==> src/rtl/bus_txn_arb_pkg.sv <==
// Shared types and sizing helpers for the bus transaction arbiter and its
// round-robin picker.
package bus_txn_arb_pkg;

    typedef enum logic [2:0] {
        ST_IDLE  = 3'd0,
        ST_ISSUE = 3'd1,
        ST_WAIT  = 3'd2,
        ST_DONE  = 3'd3,
        ST_ERR   = 3'd4
    } arb_state_e;

    // Wide enough for the largest supported TIMEOUT (255).
    localparam int TMO_CNT_W = 8;

    function automatic int idx_width(input int n);
        return (n <= 2) ? 1 : $clog2(n);
    endfunction

endpackage

==> src/rtl/bus_txn_arbiter_rr_picker.sv <==
// Combinational round-robin picker: the first requester at or above rr_ptr
// wins, scanning upward and wrapping modulo NUM_REQ.
module rr_picker
    import bus_txn_arb_pkg::*;
#(
    parameter int NUM_REQ = 4,
    parameter int IDX_W   = idx_width(NUM_REQ)
) (
    input  logic [NUM_REQ-1:0] req,
    input  logic [IDX_W-1:0]   rr_ptr,
    output logic [NUM_REQ-1:0] winner,
    output logic [IDX_W-1:0]   winner_idx,
    output logic               any_req
);

    logic [IDX_W:0]   cand_sum [NUM_REQ];
    logic [IDX_W-1:0] cand_idx [NUM_REQ];

    // cand_idx[k] is the master index examined at scan offset k from rr_ptr.
    for (genvar gi = 0; gi < NUM_REQ; gi++) begin : g_cand
        assign cand_sum[gi] = {1'b0, rr_ptr} + (IDX_W+1)'(gi);
        assign cand_idx[gi] = (cand_sum[gi] >= (IDX_W+1)'(NUM_REQ))
                            ? IDX_W'(cand_sum[gi] - (IDX_W+1)'(NUM_REQ))
                            : cand_sum[gi][IDX_W-1:0];
    end

    always_comb begin
        winner_idx = '0;
        any_req    = 1'b0;
        // Scanning from the far end lets the closest offset overwrite last.
        for (int i = NUM_REQ - 1; i >= 0; i--) begin
            if (req[cand_idx[i]]) begin
                winner_idx = cand_idx[i];
                any_req    = 1'b1;
            end
        end
        winner = any_req ? (NUM_REQ'(1) << winner_idx) : '0;
    end

endmodule

==> src/rtl/bus_txn_arbiter.sv <==
// Round-robin arbiter that shares one bus-transaction slave between NUM_REQ
// masters, routing completion/timeout pulses back to the granted master.
module bus_txn_arbiter
    import bus_txn_arb_pkg::*;
#(
    parameter int NUM_REQ = 4,
    parameter int TIMEOUT = 8
) (
    input  logic               clk,
    input  logic               rst_n,
    input  logic [NUM_REQ-1:0] req,
    input  logic [NUM_REQ-1:0] rw,
    output logic [NUM_REQ-1:0] grant,
    output logic [NUM_REQ-1:0] done,
    output logic [NUM_REQ-1:0] data_valid,
    output logic [NUM_REQ-1:0] err,
    output logic               arb_busy,
    output logic               slv_req,
    output logic               slv_rw,
    input  logic               slv_busy,
    input  logic               slv_done,
    input  logic               slv_data_valid
);

    localparam int IDX_W = idx_width(NUM_REQ);
    localparam logic [TMO_CNT_W-1:0] TMO_LAST = TMO_CNT_W'(TIMEOUT - 1);
    localparam logic [TMO_CNT_W-1:0] TMO_MAX  = TMO_CNT_W'(TIMEOUT);

    arb_state_e             state_reg, state_next;
    logic [NUM_REQ-1:0]     grant_reg, done_reg, dv_reg, err_reg;
    logic [NUM_REQ-1:0]     pick_onehot;
    logic [IDX_W-1:0]       rr_ptr_reg, gidx_reg, pick_idx, rr_ptr_next;
    logic [TMO_CNT_W-1:0]   tmo_cnt_reg;
    logic                   pick_any, tmo_hit;
    logic                   arb_busy_reg, slv_req_reg, slv_rw_reg;
    logic                   unused_slv_busy;

    // Slave busy is informational only; sequencing relies on slv_done.
    assign unused_slv_busy = slv_busy;

    rr_picker #(
        .NUM_REQ (NUM_REQ),
        .IDX_W   (IDX_W)
    ) u_picker (
        .req        (req),
        .rr_ptr     (rr_ptr_reg),
        .winner     (pick_onehot),
        .winner_idx (pick_idx),
        .any_req    (pick_any)
    );

    // Exiting on the edge where the counter would reach TIMEOUT gives
    // exactly TIMEOUT cycles in WAIT.
    assign tmo_hit     = (tmo_cnt_reg >= TMO_LAST);
    assign rr_ptr_next = (gidx_reg == IDX_W'(NUM_REQ - 1)) ? '0 : gidx_reg + IDX_W'(1);

    always_comb begin
        state_next = state_reg;
        case (state_reg)
            ST_IDLE:  if (pick_any) state_next = ST_ISSUE;
            ST_ISSUE: state_next = ST_WAIT;
            ST_WAIT: begin
                if (slv_done)     state_next = ST_DONE;
                else if (tmo_hit) state_next = ST_ERR;
            end
            ST_DONE:  state_next = ST_IDLE;
            ST_ERR:   state_next = ST_IDLE;
            default:  state_next = ST_IDLE;
        endcase
    end

    always_ff @(posedge clk or negedge rst_n) begin
        if (!rst_n) begin
            state_reg    <= ST_IDLE;
            grant_reg    <= '0;
            done_reg     <= '0;
            dv_reg       <= '0;
            err_reg      <= '0;
            arb_busy_reg <= 1'b0;
            slv_req_reg  <= 1'b0;
            slv_rw_reg   <= 1'b0;
            rr_ptr_reg   <= '0;
            gidx_reg     <= '0;
            tmo_cnt_reg  <= '0;
        end else begin
            state_reg    <= state_next;
            arb_busy_reg <= (state_next != ST_IDLE);
            slv_req_reg  <= 1'b0;
            done_reg     <= '0;
            dv_reg       <= '0;
            err_reg      <= '0;

            if (state_reg == ST_WAIT && tmo_cnt_reg != TMO_MAX)
                tmo_cnt_reg <= tmo_cnt_reg + TMO_CNT_W'(1);

            case (state_next)
                ST_ISSUE: begin
                    if (state_reg == ST_IDLE) begin
                        grant_reg   <= pick_onehot;
                        gidx_reg    <= pick_idx;
                        slv_rw_reg  <= |(rw & pick_onehot);
                        slv_req_reg <= 1'b1;
                        tmo_cnt_reg <= '0;
                    end
                end
                ST_DONE: begin
                    done_reg   <= grant_reg;
                    dv_reg     <= slv_data_valid ? grant_reg : '0;
                    rr_ptr_reg <= rr_ptr_next;
                end
                ST_ERR: begin
                    err_reg    <= grant_reg;
                    rr_ptr_reg <= rr_ptr_next;
                end
                ST_IDLE: begin
                    grant_reg  <= '0;
                    slv_rw_reg <= 1'b0;
                end
                default: ;
            endcase
        end
    end

    assign grant      = grant_reg;
    assign done       = done_reg;
    assign data_valid = dv_reg;
    assign err        = err_reg;
    assign arb_busy   = arb_busy_reg;
    assign slv_req    = slv_req_reg;
    assign slv_rw     = slv_rw_reg;

endmodule
==> config.mk <==
export PLATFORM = sky130hd
export DESIGN_NAME = bus_txn_arbiter
export DESIGN_NICKNAME = d
export VERILOG_FILES = /design/src/rtl/bus_txn_arb_pkg.sv /design/src/rtl/bus_txn_arbiter_rr_picker.sv /design/src/rtl/bus_txn_arbiter.sv
export SDC_FILE = /design/constraint.sdc
export NUM_CORES = 1
export LEC_CHECK = 0
export ABC_CLOCK_PERIOD_IN_PS = 3370
export BUFFER_PORTS_ARGS = -buffer_cell sky130_fd_sc_hd__buf_2
export CAP_MARGIN = 25
export CORE_MARGIN = 8
export CORE_UTILIZATION = 50
export DETAILED_ROUTE_END_ITERATION = 7
export GPL_TIMING_DRIVEN = 0
export PLACE_DENSITY = 0.83
export RECOVER_POWER = 100
export SETUP_SLACK_MARGIN = 0.02
export SLEW_MARGIN = 20
export SYNTH_ARGS = -nofsm -noshare
export SYNTH_HDL_FRONTEND = slang
export SYNTH_SLANG_ARGS = --single-unit
==> constraint.sdc <==
create_clock -name clk -period 3.37 [get_ports clk]
set_input_delay 0.674 -clock clk [delete_from_list [all_inputs] [get_ports clk]]
set_output_delay 0.674 -clock clk [all_outputs]
set_load 0.05 [all_outputs]
==> key figures, run 1 <==
Drt
  – DR iter-0 viols: 50
  – Post-DR wirelength/cell: 14.9 µm
  – Vias per cell: 5.59
  – Routed Antenna Nets: 0
  – Post-route DRC violation count: 0
  – Final wirelength: 3150 µm
  – TritonRoute pass-1 iters: 6
  – Routed vias: 1180

Pwr
  – Sw Ratio: 0.441
  – VDD IR-drop max: 0.000298 V
  – Clock share of power: 0.148
  – Switching pwr: 0.588 mW
  – Comb power frac: 0.420
  – Power per cell area: 764 mW/mm²
  – Sequential share of power: 0.432
  – Leak: ~0.87 nW
  – Internal: approximately 0.75 mW

CTS
  – Post-CTS resize count: 0
  – Num CTS Buffers: 5
  – CTS root buffer: clkbuf_4
  – H-tree depth: 2
  – CTS max path bufs: 2
  – Clk sink count: 34
  – CTS Hold Bufs: 0
  – Post-CTS Setup Inserts: 0
  – Clk_lat worst skew: 0.33 ns
  – CTS tree: done
  – Worst-path clk slew: around 0.09 ns

Final layout
  – Nets: just under 200
  – Share of cells above drive strength 1: 0.107
  – Area grow syn2layout: 12.4%
  – Max reg flops: 8
  – Diode count: 0
  – Final instance area: 0.00175 mm²

Worst hold path
  – Hold Path Class: reg2reg

Setup path
  – Setup CP Type: in2reg
  – Element type at the critical path start: primary input
  – CP arrival: about 2.4 ns
  – Max FO, Critical Path: 10
  – CP Data Required Time: 3.60 ns
  – CP Capture Type: flop

Synthesis
  – EDFF count, synth: 0
  – Yosys top cell by area: dfrtp_1
  – Count leader, synth: dfrtp_1
  – Main area contributors after synthesis: dfrtp_1 55%, and3_1 5.6%, nor2_1 3.4%, xor2_1 2.8%, ha_1 2.4%
  – Share of synthesized registers carrying an async set or reset: 1.00
  – Sequential area share after synthesis: 0.548
  – Synth Net Count: 157
  – Synthesized area: approximately 0.0016 mm²
  – YS warnings: 0
  – Avg Cell Area, Syn: between 10 and 15 µm²
  – Post-Syn Instances: 141
  – Commonest cells in the synthesized netlist: 34 x dfrtp_1, 14 x and3_1, 14 x nor2_1
  – Post-synth top flop: dfrtp_1
  – Synthesized flop and latch total: 34
  – Top cell type's share of synthesized area: 0.548
  – Synth unique cells: a little over 40

Placement
  – Post-DP Area: 0.00174 mm²
  – GPL Wtd Cong: 0.844
  – Port bufs: 30
  – Post-DP HPWL: 2400 µm

Timing
  – Setup_tns: 0 ns
  – Worst rel slew slack: -0.128
  – Hold Vio Cnt, Final: 0
  – Worst slew pin tran: 1.69 ns
  – Post-route clock period utilization: 0.635
  – # setup viols final: 0
  – Clk_skew: 0.00436 ns
  – Maximum clock frequency: 467 MHz
  – Crit path time final: ~2.1 ns
  – Final Max Slew Viols: 35
  – Unrepaired setup endpoints after global routing: false

Floorplanning
  – Effective utilization at floorplan: 0.517
  – Vert. Die Dim: 71.7 µm
  – Ports: 32
  – Die footprint: slightly above 0.005 mm²
  – Rows: 20
  – Core footprint: 0.00300 mm²
  – Die width: roughly 72 µm

Flow run
  – Max-cap violations: 1

Outcome
  – Status: finished, violations left
  – Failing checks: max-capacitance violations, max-slew violations

Global route
  – GRT Total Usage: 0.135
  – Largest net degree at the start of global routing: 35
  – Initial antenna violation count: 0
  – Vias in the first global route: around 1200
  – First-pass GRT wire length: approximately 5500 µm
  – Global route overflow: 0
[worst paths after layout]
| kind | slack, ns | depth (start not counted) | to | start |
|---|---|---|---|---|
| max in group asynchronous | 1.62 | 1 | state_reg[2] | rst_n |
| setup reg to reg | 1.47 | 6 | arb_busy | tmo_cnt_reg[1] |
| hold / removal | 0.50 | 2 | gidx_reg[1] | gidx_reg[1] |
| min in group asynchronous | 0.77 | 1 | done[1] | rst_n |
| setup / recovery | 1.23 | 6 | gidx_reg[1] | req[3] |
| hold reg to reg | 0.50 | 2 | gidx_reg[1] | gidx_reg[1] |
[placed cells by master, fill, tap and decap left out, drive strengths merged]
master   n
dfrtp   34
clkbuf  30
nor2    14
and3    14
nand2   10
buf      9
inv      7
a21oi    7
xor2     5
nand2b   4
o21ai    4
nand3    3
ha       3
nor3     2
o31a     2
nand4    2
xnor2    2
mux2i    2
a22o     2
o31ai    2
and2     2
and4     2
nor3b    1
nor4     1
o21a     1
o41ai    1
clkinv   1
or3      1
nor2b    1
a311o    1
a21boi   1
o22ai    1
o2bb2a   1
mux2     1
o21bai   1
a221oi   1
or3b     1
a211oi   1
[critical path, stage by stage]
cell and delay, ns:
clkbuf_1 0.12, o41ai_1 0.82, clkinv_1 0.30, clkbuf_1 0.29, nand2_1 0.10, nand2_1 0.05
[layout make-up]
type,count,area [µm²]
buffer,2,7.51
clock buffer,7,45.0
fill,265,1260
inverter,8,30.0
multi-input combinational,97,647
sequential,34,851
tap,33,41.3
timing repair buffer,30,124
[metal layers]
layer / vias to the layer above / global-route usage / part of all wire
li1: 580 / - / -
met4: 0 / 0.0680 / 0.012
met2: 32 / 0.210 / 0.47
met5: - / 0 / 0
met3: 5 / 0.0739 / 0.092
met1: 563 / 0.146 / 0.43
[power by group through the flow]
| stage | Clock [mW] | Combinational [mW] | Sequential [mW] |
|---|---|---|---|
| 2_1_floorplan | 0 | 0.313 | 0.700 |
| 3_3_place_gp | 0 | 0.570 | 0.576 |
| 3_5_place_dp | 0 | 0.586 | 0.582 |
| 4_1_cts | 0.205 | 0.591 | 0.575 |
| 5_1_grt | 0.224 | 0.619 | 0.590 |
| 6_report | 0.198 | 0.560 | 0.576 |
[through the flow]
stage | utilization | hold slack, ns | total power [mW] | setup slack [ns] | std cells
CTS | 0.596 | 0.405 | 1.37 | 1.57 | 211
detailed placement | 0.581 | 0.480 | 1.17 | 1.34 | 204
global route | 0.581 | 0.544 | 1.43 | 1.02 | 211
floorplan | - | 0.378 | 1.01 | 1.66 | 141
finish | 0.581 | 0.503 | 1.33 | 1.23 | 211
global placement | 0.581 | 0.467 | 1.15 | 1.36 | 204
[kinds of logic after synthesis]
kind of cell | Yosys count | synth area share
AO/OA/AOI/OAI | 26 | 0.132
XOR/XNOR | 7 | 0.0395
adder cells (fa/ha/maj) | 3 | 0.0242
buffers and inverters | 10 | 0.0250
flip-flops | 34 | 0.548
multiplexers | 3 | 0.0201
AND/OR/NAND/NOR | 58 | 0.211
Note: power is estimated with default switching activity, not from simulation.
==> run 2: changes to the inputs <==
ABC_AREA = 1   (was not set)
ABC_CLOCK_PERIOD_IN_PS = 1900   (was 3370)
CORE_UTILIZATION = 49   (was 50)
PLACE_DENSITY = 0.84   (was 0.83)
clock period = 1.9 ns   (was 3.37 ns; I/O delays follow)
==> key figures, run 2 <==
Floorplanning
  – Core footprint: 0.00331 mm² (+10%)
  – Die footprint: 0.00555 mm² (+7.8%)
  – Die width: 74.5 µm (+3.8%)
  – Rows: 21 (+5.0%)
  – Ports: 32 (unchanged)
  – Vert. Die Dim: 74.5 µm (+3.8%)
  – Effective utilization at floorplan: 0.506 (-0.0110)

Timing
  – Hold Vio Cnt, Final: 0 (unchanged)
  – Post-route clock period utilization: 0.900
  – Setup_tns: 0 ns (unchanged)
  – Clk_skew: 0.00733 ns (+0.00297 ns)
  – Crit path time final: 1.71 ns
  – Maximum clock frequency: between 500 and 600 MHz
  – # setup viols final: 0 (unchanged)
  – Unrepaired setup endpoints after global routing: false
  – Final Max Slew Viols: 35 (unchanged)
  – Worst slew pin tran: 1.75 ns (+0.0560 ns)
  – Worst rel slew slack: -0.165 (-0.0373)

Placement
  – Post-DP HPWL: 2330 µm (-2.8%)
  – GPL Wtd Cong: 0.841 (-0.33%)
  – Port bufs: 30 (unchanged)

Global route
  – Vias in the first global route: 1242 (+0.40%)
  – Largest net degree at the start of global routing: 35 (unchanged)
  – First-pass GRT wire length: 5420 µm (-0.75%)
  – Initial antenna violation count: 0 (unchanged)
  – GRT Total Usage: 0.131 (-0.00429)
  – Global route overflow: 0 (unchanged)

Synthesis
  – Sequential area share after synthesis: 0.508 (-0.0401)
  – Synthesized area: 0.00168 mm² (+7.9%)
  – Count leader, synth: nand2_1
  – Synth Net Count: 209 (+33%)
  – Main area contributors after synthesis: dfrtp_1 51%, nand2_1 9.0%, inv_1 5.8%, nor2_1 4.3%, nand3_1 3.9%
  – Synthesized flop and latch total: 34 (unchanged)
  – Avg Cell Area, Syn: 8.68 µm² (-21%)
  – EDFF count, synth: 0 (unchanged)
  – YS warnings: 0 (unchanged)
  – Post-Syn Instances: 193 (+37%)
  – Synth unique cells: 29 (-29%)
  – Commonest cells in the synthesized netlist: 40 x nand2_1, 34 x dfrtp_1, 26 x inv_1
  – Yosys top cell by area: dfrtp_1
  – Share of synthesized registers carrying an async set or reset: 1.00 (unchanged)
  – Top cell type's share of synthesized area: 0.508 (-0.0401)
  – Post-synth top flop: dfrtp_1

Flow run
  – Max-cap violations: 1 (unchanged)

Drt
  – Post-route DRC violation count: 0 (unchanged)
  – Final wirelength: 3220 µm (+2.1%)
  – Vias per cell: 4.88 (-13%)
  – TritonRoute pass-1 iters: 4 (-2)
  – Post-DR wirelength/cell: 11.6 µm (-22%)
  – DR iter-0 viols: 109 (+120%)
  – Routed vias: 1353 (+15%)
  – Routed Antenna Nets: 0 (unchanged)

CTS
  – CTS tree: done
  – Worst-path clk slew: 0.10 ns (about the same)
  – Num CTS Buffers: 5 (unchanged)
  – CTS root buffer: clkbuf_4
  – CTS max path bufs: 2 (unchanged)
  – CTS Hold Bufs: 0 (unchanged)
  – Clk_lat worst skew: 0.34 ns (about the same)
  – H-tree depth: 2 (unchanged)
  – Post-CTS resize count: 0 (unchanged)
  – Clk sink count: 34 (unchanged)
  – Post-CTS Setup Inserts: 0 (unchanged)

Final layout
  – Area of the multi-input gates: 663 µm² (+2.5%)
  – Share of cells above drive strength 1: 0.147 (+0.0404)
  – Most frequent cells in the layout: 43 x nand2_1, 34 x dfrtp_1, 27 x inv_1, 21 x clkbuf_1, 20 x nor2_1
  – Area grow syn2layout: 13.2%
  – Commonest non-fill, non-tap cell in the layout: nand2_1
  – FF+latch area: 851 µm² (unchanged)
  – Fillers: 324 (+22%)
  – Diode count: 0 (unchanged)
  – Nets: 246 (+27%)
  – Max reg flops: 8 (unchanged)

Setup path
  – Max FO, Critical Path: 10 (unchanged)
  – CP Data Required Time: 2.12 ns (-1.48 ns)
  – Setup CP Type: reg2reg
  – Element type at the critical path start: flop
  – CP arrival: 1.93 ns (-0.44 ns)
  – CP Capture Type: flop

Pwr
  – VDD IR-drop max: 0.000901 V (+200%)
  – Power per cell area: 1600 mW/mm² (+110%)
  – Total Power: 3.04 mW (+130%)
  – Leak: 0.954 nW (+9.4%)

Outcome
  – Status: finished, violations left
  – Failing checks: max-capacitance violations, max-slew violations

Worst hold path
  – Hold Path Class: in2reg
-- run 2: changes by cell type after synthesis, moves of 3 or more --
| cell | delta |
|---|---|
| nand2_2 | +7 |
| inv_1 | +19 |
| nand2_1 | +30 |
| nand2b_1 | -4 |
| nand3_1 | +10 |
| o32ai_1 | +3 |
| nor2_1 | +5 |
| inv_2 | +3 |
| nor3_1 | +4 |
| o21ai_0 | +6 |
| and3_1 | -14 |
-- run 2: critical path, cell delays in order (launching register included) --
cell and delay (ns):
dfrtp_1 0.39, buf_6 0.15, inv_4 0.07, nand2_1 0.07, nand3_1 0.09, nand2_1 0.08
nor2_1 0.10, nand2_1 0.10, nand2_2 0.07, clkbuf_2 0.21, nand2_1 0.11, nor2_1 0.11
nand2_1 0.06
-- run 2: cells by family (layout without fill, tap and decap cells) --
| kind of cell | Yosys count | in the layout | synth area share |
|---|---|---|---|
| compound gates | 21 | 21 | 0.0836 |
| buf+inv | 34 | 72 | 0.0874 |
| xor+xnor | 6 | 6 | 0.0314 |
| flops | 34 | 34 | 0.508 |
| fa+ha+maj | 3 | 3 | 0.0224 |
| simple gates | 95 | 95 | 0.267 |
-- run 2: layout make-up --
class / count / area share
repair buffers: 30 / 0.0660
well taps: 46 / 0.0303
clock inverters: 1 / 0.00264
plain buffers: 3 / 0.0112
clock buffers: 7 / 0.0290
multi-input cells: 125 / 0.350
inverters: 31 / 0.0627
flip-flops and latches: 34 / 0.449
-- run 2: power by group --
group / leakage, nW / switching (mW) / internal [mW]
registers: 0.454 / 0.121 / 0.900
logic: 0.465 / 1.13 / 0.477
clock network: 0.0353 / 0.233 / 0.179
-- run 2: metal layers --
layer	vias to the layer above	part of all wire	routed length, µm	track usage
met5	-	0	0	0
met3	8	0.071	229	0.0296
met1	610	0.44	1430	0.151
li1	694	-	-	-
met2	41	0.46	1470	0.212
met4	0	0.026	85	0.0870
-- run 2: path summary, 6_finish.rpt --
path	to	slack, ns	cells past startpoint	from
setup / recovery	arb_busy	0.19	12	rr_ptr_reg[0]
hold / removal	data_valid[0]	0.34	3	slv_data_valid
setup reg to reg	arb_busy	0.19	12	rr_ptr_reg[0]
hold reg to reg	slv_rw	0.49	2	slv_rw
max in group asynchronous	tmo_cnt_reg[1]	0.40	1	rst_n
min in group asynchronous	slv_rw	0.49	1	rst_n
-- run 2: metrics by stage --
| step | utilization | setup slack, ns | instance area, µm² | cells | hold slack, ns |
|---|---|---|---|---|---|
| after floorplan | - | 0.430 | 1680 | 193 | 0.0844 |
| after global placement | 0.569 | 0.307 | 1880 | 269 | 0.461 |
| after detailed placement | 0.569 | 0.273 | 1880 | 269 | 0.466 |
| after CTS | 0.587 | 0.254 | 1940 | 277 | 0.110 |
| after global routing | 0.573 | 0.0289 | 1900 | 277 | 0.362 |
| final | 0.573 | 0.190 | 1900 | 277 | 0.341 |
==> run 3: changes to the inputs <==
CORE_ASPECT_RATIO = 0.75   (was not set)
==> key figures, run 3 (same netlist as run 2, synthesis figures left out) <==
Final layout
  – Diode count: 0 (unchanged)
  – Final instance area: 0.00196 mm² (+3.4%)
  – Area of the multi-input gates: 657 µm² (-0.94%)
  – Fin util: 0.597 (+0.0237)
  – Max reg flops: 8 (unchanged)
  – FF+latch area: 851 µm² (unchanged)
  – Most frequent cells in the layout: 43 x nand2_1, 34 x dfrtp_1, 27 x inv_1, 19 x nor2_1, 19 x clkbuf_1
  – Share of cells above drive strength 1: 0.160 (+0.0130)
  – Area grow syn2layout: 17.1%
  – Nets: 246 (unchanged)
  – Commonest non-fill, non-tap cell in the layout: nand2_1
  – Fillers: 294 (-9.3%)

Timing
  – Clk_skew: 0.00477 ns (-0.00256 ns)
  – Worst rel slew slack: 0.480 (+0.645)
  – Unrepaired setup endpoints after global routing: false
  – Smallest hold slack: 0.163 ns (-0.178 ns)
  – Maximum clock frequency: 586 MHz (+0.15%)
  – Final Max Slew Viols: 0 (-100%)
  – Crit path time final: 1.71 ns (-0.00250 ns)
  – Post-route clock period utilization: 0.899 (-0.00132)
  – Setup_tns: 0 ns (unchanged)
  – # setup viols final: 0 (unchanged)
  – Hold Vio Cnt, Final: 0 (unchanged)
  – Worst slew pin tran: 0.780 ns (-0.968 ns)

Drt
  – TritonRoute pass-1 iters: 4 (unchanged)
  – Post-route DRC violation count: 0 (unchanged)
  – Routed Antenna Nets: 0 (unchanged)
  – DR iter-0 viols: 78 (-28%)
  – Post-DR wirelength/cell: 12.3 µm (+5.7%)
  – Routed vias: 1328 (-1.8%)
  – Final wirelength: 3330 µm (+3.4%)
  – Vias per cell: 4.90 (+0.33%)

Setup path
  – CP Data Required Time: 2.07 ns (-0.05 ns)
  – Max FO, Critical Path: 10 (unchanged)
  – CP Capture Type: flop
  – CP arrival: 1.88 ns (-0.05 ns)
  – Setup CP Type: reg2reg
  – Logic depth of the worst register-to-register path: 12 (unchanged)
  – Element type at the critical path start: flop

Placement
  – GPL Wtd Cong: 0.929 (+10%)
  – Post-DP HPWL: 2470 µm (+6.2%)
  – Post-DP Area: 0.00188 mm² (-0.40%)
  – Port bufs: 30 (unchanged)

Worst hold path
  – Hold Path Class: in2async

CTS
  – CTS Hold Bufs: 0 (unchanged)
  – CTS tree: done
  – Worst-path clk slew: 0.07 ns (-0.03 ns)
  – CTS max path bufs: 2 (unchanged)
  – H-tree depth: 2 (unchanged)
  – Clk sink count: 34 (unchanged)
  – Post-CTS Setup Inserts: 0 (unchanged)
  – CTS root buffer: clkbuf_8
  – Clk_lat worst skew: 0.29 ns (-0.05 ns)
  – Num CTS Buffers: 5 (unchanged)

Global route
  – First-pass GRT wire length: 5890 µm (+8.8%)
  – Initial antenna violation count: 0 (unchanged)
  – Global route overflow: 0 (unchanged)
  – Largest net degree at the start of global routing: 35 (unchanged)
  – Vias in the first global route: 1278 (+2.9%)
  – GRT Total Usage: 0.130 (-0.00134)

Floorplanning
  – Effective utilization at floorplan: 0.510 (+0.00347)
  – Vert. Die Dim: 66.6 µm (-11%)
  – Die footprint: 0.00557 mm² (+0.35%)
  – Rows: 18 (-14%)
  – Ports: 32 (unchanged)
  – Die width: 83.5 µm (+12%)
  – Core footprint: 0.00329 mm² (-0.68%)

Pwr
  – Leak: 0.991 nW (+3.9%)
  – VDD IR-drop max: 0.000699 V (-22%)
  – Power per cell area: 1740 mW/mm² (+8.9%)
  – Total Power: 3.42 mW (+13%)

Outcome
  – Status: completed

Flow run
  – Max-cap violations: 0 (-1)
[run 3: final timing paths]
path | slack [ns] | start | to
min in group clk | 0.41 | slv_data_valid | data_valid[0]
setup / recovery | 0.19 | rr_ptr_reg[1] | arb_busy
setup reg to reg | 0.19 | rr_ptr_reg[1] | arb_busy
hold / removal | 0.16 | rst_n | data_valid[0]
hold reg to reg | 0.49 | slv_rw | slv_rw
max in group asynchronous | 1.25 | rst_n | state_reg[1]
[run 3: final cells by class]
class                           count  area share
Clock inverter                      3      0.0351
Multi-Input combinational cell    125       0.335
Inverter                           31      0.0606
Clock buffer                        5      0.0351
Buffer                              3      0.0108
Timing Repair Buffer               30      0.0644
Tap cell                           40      0.0255
Sequential cell                    34       0.434
[run 3: where the power goes]
group | leakage [nW] | internal (mW) | switching [mW]
registers | 0.454 | 0.901 | 0.119
clock network | 0.0683 | 0.525 | 0.264
logic | 0.469 | 0.471 | 1.14
total | 0.991 | 1.90 | 1.52
[run 3: worst max-delay path, cell delays in order, from the launching register on]
cell,delay [ns]
dfrtp_1,0.48
inv_2,0.09
nand2_1,0.06
nand2_1,0.05
nand2_1,0.08
nand2_1,0.07
nor2_1,0.10
nand2_1,0.09
nand2_1,0.08
clkbuf_2,0.20
nand2_1,0.11
nor2_1,0.11
nand2_1,0.05
[run 3: timing repair]
action | CTS | global route
endpoints found under the hold margin | 0 | 0
setup endpoints to repair | 0 | 1
resized for setup | 0 | 1
[run 3: through the flow]
stage	setup slack [ns]	std cells
CTS	0.217	271
detailed placement	0.231	263
global route	0.0117	271
global placement	0.293	263
finish	0.192	271
floorplan	0.430	193
[run 3: metal layers]
| metal | GRT usage | part of all wire | up-vias | routed length (µm) |
|---|---|---|---|---|
| li1 | - | - | 693 | - |
| met1 | 0.161 | 0.48 | 596 | 1610 |
| met2 | 0.199 | 0.43 | 33 | 1430 |
| met3 | 0.0487 | 0.068 | 6 | 227 |
| met4 | 0.0579 | 0.018 | 0 | 61 |
| met5 | 0 | 0 | - | 0 |
